## config.mk

```make
export PLATFORM = sky130hd
export DESIGN_NAME = onewire_rom_crc_check_flat
export DESIGN_NICKNAME = d
export VERILOG_FILES = /design/src/rtl/onewire_rom_crc_check_if.sv /design/src/rtl/onewire_rom_crc_check.sv /design/src/flat_wrapper.sv
export SDC_FILE = /design/constraint.sdc
export NUM_CORES = 1
export LEC_CHECK = 0
export CAP_MARGIN = 20
export CORE_MARGIN = 4
export CORE_UTILIZATION = 61
export DETAILED_ROUTE_END_ITERATION = 10
export PLACE_DENSITY_LB_ADDON = 0.1
export SYNTH_ARGS = -nofsm -noshare
export SYNTH_HDL_FRONTEND = slang
export SYNTH_SLANG_ARGS = --single-unit
```

## constraint.sdc

```tcl
create_clock -name clk -period 2.9 [get_ports clk]
set_input_delay 0.58 -clock clk [delete_from_list [all_inputs] [get_ports clk]]
set_output_delay 0.58 -clock clk [all_outputs]
set_load 0.02 [all_outputs]
```

## src/rtl/onewire_rom_crc_check_if.sv

```systemverilog
// rtl/onewire_rom_crc_check_if.sv - bit-serial ROM-code receive interface
//
// Purpose: bundles the sampler-facing bit stream and the controller-facing
// result signals of the 1-Wire ROM-code checker.
// Signals:
//   start        begin a new frame (1-cycle pulse)
//   bit_in       received bit, qualified by bit_valid
//   bit_valid    bit_in valid this cycle
//   busy         frame in progress
//   done         1-cycle pulse: frame complete or aborted
//   crc_ok       residue check passed, held until next done
//   timeout_err  last frame aborted on inter-bit timeout, held until next done
//   addr_out     assembled ROM code, first received bit in the MSB
// Modports: master drives the bit stream, slave is the checker.

interface onewire_rom_crc_check_if #(
  parameter int ADDR_BITS = 64
);
  logic                 start;
  logic                 bit_in;
  logic                 bit_valid;
  logic                 busy;
  logic                 done;
  logic                 crc_ok;
  logic                 timeout_err;
  logic [ADDR_BITS-1:0] addr_out;

  modport master (
    output start, bit_in, bit_valid,
    input  busy, done, crc_ok, timeout_err, addr_out
  );

  modport slave (
    input  start, bit_in, bit_valid,
    output busy, done, crc_ok, timeout_err, addr_out
  );
endinterface

```

## src/rtl/onewire_rom_crc_check.sv

```systemverilog
// rtl/onewire_rom_crc_check.sv - 1-Wire ROM code receiver with CRC-8 residue check
//
// Purpose: shifts in a 64-bit ROM code one bit per bit_valid, runs the
// CRC-8 (x^8+x^5+x^4+1) residue over the whole frame and reports the result
// with the assembled address. Aborts on an inter-bit timeout.
// Ports:
//   clk    clock
//   rst_n  asynchronous reset, active low
//   bus    slave side of onewire_rom_crc_check_if (stream in, result out)
// Optional feature: define ZERO_REJECT_EN to fail an all-zero frame
// (bus stuck low) even though its residue is zero.

module onewire_rom_crc_check #(
  parameter int         ADDR_BITS   = 64,
  parameter logic [7:0] POLY        = 8'h31,
  parameter int         TIMEOUT_CYC = 4096
) (
  input  logic                     clk,
  input  logic                     rst_n,
  onewire_rom_crc_check_if.slave   bus
);

  localparam int CNT_W  = $clog2(ADDR_BITS);
  localparam int IDLE_W = $clog2(TIMEOUT_CYC + 1);
  localparam logic [CNT_W-1:0]  LAST_BIT = CNT_W'(ADDR_BITS - 1);
  localparam logic [IDLE_W-1:0] IDLE_LIM = IDLE_W'(TIMEOUT_CYC - 1);

  typedef enum logic [1:0] {
    ST_IDLE = 2'd0,
    ST_RECV = 2'd1,
    ST_DONE = 2'd2
  } state_t;

  state_t                state_q, state_d;
  logic [7:0]            crc_q, crc_d;
  logic [ADDR_BITS-1:0]  shift_q, shift_d;
  logic [CNT_W-1:0]      bit_cnt_q, bit_cnt_d;
  logic [IDLE_W-1:0]     idle_cnt_q, idle_cnt_d;
  logic [ADDR_BITS-1:0]  addr_q, addr_d;
  logic                  crc_ok_q, crc_ok_d;
  logic                  timeout_err_q, timeout_err_d;

  logic                  fb;
  logic [7:0]            crc_next;
  logic [ADDR_BITS-1:0]  shift_next;
  logic                  zero_ok;

  // Direct-form MSB-first CRC: a frame carrying its own CRC leaves residue 0.
  assign fb         = crc_q[7] ^ bus.bit_in;
  assign crc_next   = {crc_q[6:0], 1'b0} ^ (fb ? POLY : 8'h00);
  assign shift_next = {shift_q[ADDR_BITS-2:0], bus.bit_in};

`ifdef ZERO_REJECT_EN
  assign zero_ok = (shift_next != '0);
`else
  assign zero_ok = 1'b1;
`endif

  always_ff @(posedge clk or negedge rst_n) begin
    if (!rst_n) begin
      state_q       <= ST_IDLE;
      crc_q         <= '0;
      shift_q       <= '0;
      bit_cnt_q     <= '0;
      idle_cnt_q    <= '0;
      addr_q        <= '0;
      crc_ok_q      <= 1'b0;
      timeout_err_q <= 1'b0;
    end else begin
      state_q       <= state_d;
      crc_q         <= crc_d;
      shift_q       <= shift_d;
      bit_cnt_q     <= bit_cnt_d;
      idle_cnt_q    <= idle_cnt_d;
      addr_q        <= addr_d;
      crc_ok_q      <= crc_ok_d;
      timeout_err_q <= timeout_err_d;
    end
  end

  always_comb begin
    state_d       = state_q;
    crc_d         = crc_q;
    shift_d       = shift_q;
    bit_cnt_d     = bit_cnt_q;
    idle_cnt_d    = idle_cnt_q;
    addr_d        = addr_q;
    crc_ok_d      = crc_ok_q;
    timeout_err_d = timeout_err_q;

    // start wins over everything, including a bit_valid in the same cycle,
    // and silently abandons any frame in flight.
    if (bus.start) begin
      state_d    = ST_RECV;
      crc_d      = 8'h00;
      shift_d    = '0;
      bit_cnt_d  = '0;
      idle_cnt_d = '0;
    end else begin
      case (state_q)
        ST_RECV: begin
          if (bus.bit_valid) begin
            crc_d      = crc_next;
            shift_d    = shift_next;
            bit_cnt_d  = bit_cnt_q + 1'b1;
            idle_cnt_d = '0;
            if (bit_cnt_q == LAST_BIT) begin
              state_d       = ST_DONE;
              addr_d        = shift_next;
              crc_ok_d      = (crc_next == 8'h00) && zero_ok;
              timeout_err_d = 1'b0;
            end
          end else begin
            idle_cnt_d = idle_cnt_q + 1'b1;
            // This idle cycle brings the count to TIMEOUT_CYC.
            if (idle_cnt_q == IDLE_LIM) begin
              state_d       = ST_DONE;
              addr_d        = shift_q;
              crc_ok_d      = 1'b0;
              timeout_err_d = 1'b1;
            end
          end
        end
        ST_DONE: state_d = ST_IDLE;
        default: state_d = state_q;
      endcase
    end
  end

  assign bus.busy        = (state_q == ST_RECV);
  assign bus.done        = (state_q == ST_DONE);
  assign bus.crc_ok      = crc_ok_q;
  assign bus.timeout_err = timeout_err_q;
  assign bus.addr_out    = addr_q;

endmodule
```

## src/flat_wrapper.sv

```systemverilog
// flat-port wrapper written by rule: the top's interface ports become plain ports
module onewire_rom_crc_check_flat 
#(
  parameter int         ADDR_BITS   = 64,
  parameter logic [7:0] POLY        = 8'h31,
  parameter int         TIMEOUT_CYC = 4096
)
  (clk, rst_n, bus_start, bus_bit_in, bus_bit_valid, bus_busy, bus_done, bus_crc_ok, bus_timeout_err, bus_addr_out);
  onewire_rom_crc_check_if #(.ADDR_BITS(ADDR_BITS)) bus_i ();
  input  logic clk;
  input  logic rst_n;
  input wire logic [$bits(bus_i.start)-1:0] bus_start;
  input wire logic [$bits(bus_i.bit_in)-1:0] bus_bit_in;
  input wire logic [$bits(bus_i.bit_valid)-1:0] bus_bit_valid;
  output wire logic [$bits(bus_i.busy)-1:0] bus_busy;
  output wire logic [$bits(bus_i.done)-1:0] bus_done;
  output wire logic [$bits(bus_i.crc_ok)-1:0] bus_crc_ok;
  output wire logic [$bits(bus_i.timeout_err)-1:0] bus_timeout_err;
  output wire logic [$bits(bus_i.addr_out)-1:0] bus_addr_out;
  assign bus_i.start = bus_start;
  assign bus_i.bit_in = bus_bit_in;
  assign bus_i.bit_valid = bus_bit_valid;
  assign bus_busy = bus_i.busy;
  assign bus_done = bus_i.done;
  assign bus_crc_ok = bus_i.crc_ok;
  assign bus_timeout_err = bus_i.timeout_err;
  assign bus_addr_out = bus_i.addr_out;
  onewire_rom_crc_check #(.ADDR_BITS(ADDR_BITS), .POLY(POLY), .TIMEOUT_CYC(TIMEOUT_CYC)) u_core (.clk(clk), .rst_n(rst_n), .bus(bus_i));
endmodule
```

==> results.yml <==
worst_setup_path:
  path_class: "register to primary output"
  crit_fanout: 10
  cp.arrival_ns: 1.94
  startpoint_type: "register"
  end_kind: "primary output"
  required_ns: 2.32
layout:
  area_growth_pct: 18.7
  num_antenna_cells: 0
  final_cells: 715
  drive_gt1_share_pct: 32.3
  final_area_mm2: 0.00852
  fin_nets: 567
sta:
  hold_slack_ns: 0.114
  clock.fmax_mhz: 397
  hold_viol: 0
  setup_ws_ns: 0.378
  finClkSkew_ns: 0.00677
  maxSlewViolCount: 0
  rsz0062_at_grt: "no"
  max_slew.worst_pin.slew_ns: 0.749
  tns_ns: 0
  slew_headroom_pct: 50.0
  setup_viol: 0
  finalCriticalPeriod_ns: 2.52
  finalCritPeriodShare_pct: 87.0
power:
  leakagePower_uw: 0.00402
  max-vdd-ir-drop_mv: 0.502
  powerDensity_mw_per_mm2: 518
floorplanning:
  die-area_mm2: 0.0136
  rows: 39
  die_h_um: 116
  initial_core_util_pct: 62.5
  die_w_um: 116
  pin_count: 73
  core-area_mm2: 0.0115
job:
  cap_violations: 0
yosys:
  synth_area_leaders: "dfrtp_1 (55%), mux2_2 (12%), mux2_4 (10%)"
  syn_inst: 492
  synth-compound-area-share_pct: 11.7
  synth_area_mm2: 0.00717
  synth_xor_area_share_pct: 1.83
  synth_common_cells: "dfrtp_1 (159), mux2_2 (79), a22o_1 (75)"
  yosysTopAreaCell: "dfrtp_1"
  synth.most_common_cell: "dfrtp_1"
  ys_warn_count: 0
  yosys.area.top_type_share_pct: 55.5
  synth.mux.area_fraction_pct: 22.9
  synth_edf_count: 0
  yosysUniqueCellTypes: 43
  synth_nets: 499
  yosys.area_share.simple_pct: 4.03
  synth_top_family_by_area: "multiplexers"
  async_flop_share_pct: 100
  synth-seq-cells: 159
  seq_area_frac_synth_pct: 55.5
  synth_fa_ha_area_share_pct: 0.349
  synthFlopType: "dfrtp_1"
  syn_avg_cell_area_um2: 14.6
placed_design:
  dp.final_hpwl_um: 8370
  gp_congestion: 0.857
  dp.cells: 684
  portBuffers: 72
  dpl_cell_area_mm2: 0.00800
  pre_cts_ws_ns: 0.303
detailed_routing:
  vias: 4302
  dr.pass1.iters: 4
  ant_nets: 0
  vias_per_cell: 6.02
  drtIter0Drc: 280
  drc: 0
  routedWlPerCell_um: 18.4
  routed_wl_um: 13100
clocking:
  clockBufferDepth: 2
  cts_buffers: 17
  clk_latency_ns: 0.41
  cts.hold.buffers_added: 0
  htree_levels: 4
  tritoncts: "yes"
  cts_root_buf: "clkbuf_16"
  cts_resized: 0
  clk_transition_reported_paths_ns: 0.06
  cts_setup_buffers: 0
  clock_sinks: 159
grt:
  grt_pass1_vias: 4435
  overflow: 0
  grt_first_pass_wirelength_um: 22600
  grt_max_degree: 74
  gr-usage-all-layers_pct: 21.3
  antenna_found_initial: 0
outcome:
  status: "complete, no violations"
min_path:
  min_path_type: "primary input to asynchronous set/reset pin"
-- report_power, final --
part	leakage, uW	internal, uW	switching (uW)
Clock	0.000258	1100	852
Sequential	0.00221	2230	14.0
Combinational	0.00155	66.6	148
Total	0.00402	3400	1010
-- stage by stage --
step / util [%] / total power (uW)
5_1_grt: 74.3 / 4590
6_report: 74.3 / 4410
2_1_floorplan: - / 2410
4_1_cts: 74.3 / 4460
3_5_place_dp: 69.8 / 2500
3_3_place_gp: 69.8 / 2500
-- sequential cells by signal (all words and copies together) (netlist names) --
register	flops
u_core.crc_q	8
u_core.bus.timeout_err	1
u_core.shift_q	64
u_core.bus.crc_ok	1
u_core.idle_cnt_q	13
u_core.bit_cnt_q	6
u_core.bus.addr_out	64
u_core.state_q	2
-- logic make-up (layout without fill, tap and decap cells) --
| group | count (synthesis) | after routing |
|---|---|---|
| AO/OA/AOI/OAI | 101 | 101 |
| AND/OR/NAND/NOR | 47 | 47 |
| multiplexers | 129 | 129 |
| adder cells (fa/ha/maj) | 2 | 2 |
| flip-flops | 159 | 159 |
| XOR/XNOR | 15 | 15 |
| buffers and inverters | 39 | 119 |
-- metal layers --
| layer | global-route usage, % | vias up | routed length [um] |
|---|---|---|---|
| met1 | 30.3 | 2228 | 6140 |
| met2 | 32.2 | 93 | 6300 |
| met3 | 5.80 | 15 | 521 |
| met5 | 0 | - | 0 |
| met4 | 6.73 | 0 | 163 |
| li1 | - | 1966 | - |
-- worst paths after layout --
kind	cells past startpoint	from	slack, ns	end
setup / recovery	2	u_core.state_q[0]	0.38	bus_busy
hold / removal	1	rst_n	0.11	u_core.bus.addr_out[16]
setup reg to reg	5	u_core.state_q[0]	0.69	u_core.bus.addr_out[63]
hold reg to reg	1	u_core.bus.addr_out[12]	0.51	u_core.bus.addr_out[12]
max in group asynchronous	2	rst_n	2.05	u_core.idle_cnt_q[3]
min in group clk	1	u_core.bus.addr_out[12]	0.51	u_core.bus.addr_out[12]
-- cells in the final DEF, fill, tap and decap left out, types with 2 or more instances in the layout --
master           count
dfrtp_1            159
o2111ai_1            3
buf_12               5
clkdlybuf4s50_1     70
and2_1               2
a41oi_1              2
nand2_1              5
clkinv_4             2
or4_1                3
a22o_1              75
and3_1               4
nand4_1              3
xor2_1              14
buf_4                9
clkbuf_16           17
nor2_1              15
inv_1                2
mux2_4              50
o21ai_0              8
clkinvlp_4           2
nand3_1              2
ha_1                 2
o31ai_1              2
o211ai_1             4
a21oi_1              3
clkinv_2             8
mux2_2              79
-- worst max-delay path, cell delays in order, from the launching register on --
cell	delay [ns]
dfrtp_1	0.42
nor2b_2	0.42
clkdlybuf4s50_1	0.69
-- layout make-up --
cell class                      instances  area, um2
Clock buffer                           19        443
Clock inverter                         12       72.6
Fill cell                             753       2950
Inverter                                2       7.51
Multi-Input combinational cell        294       2950
Sequential cell                       159       3980
Tap cell                              143        179
Timing Repair Buffer                   86        885
Power figures use the tool's default switching activity.
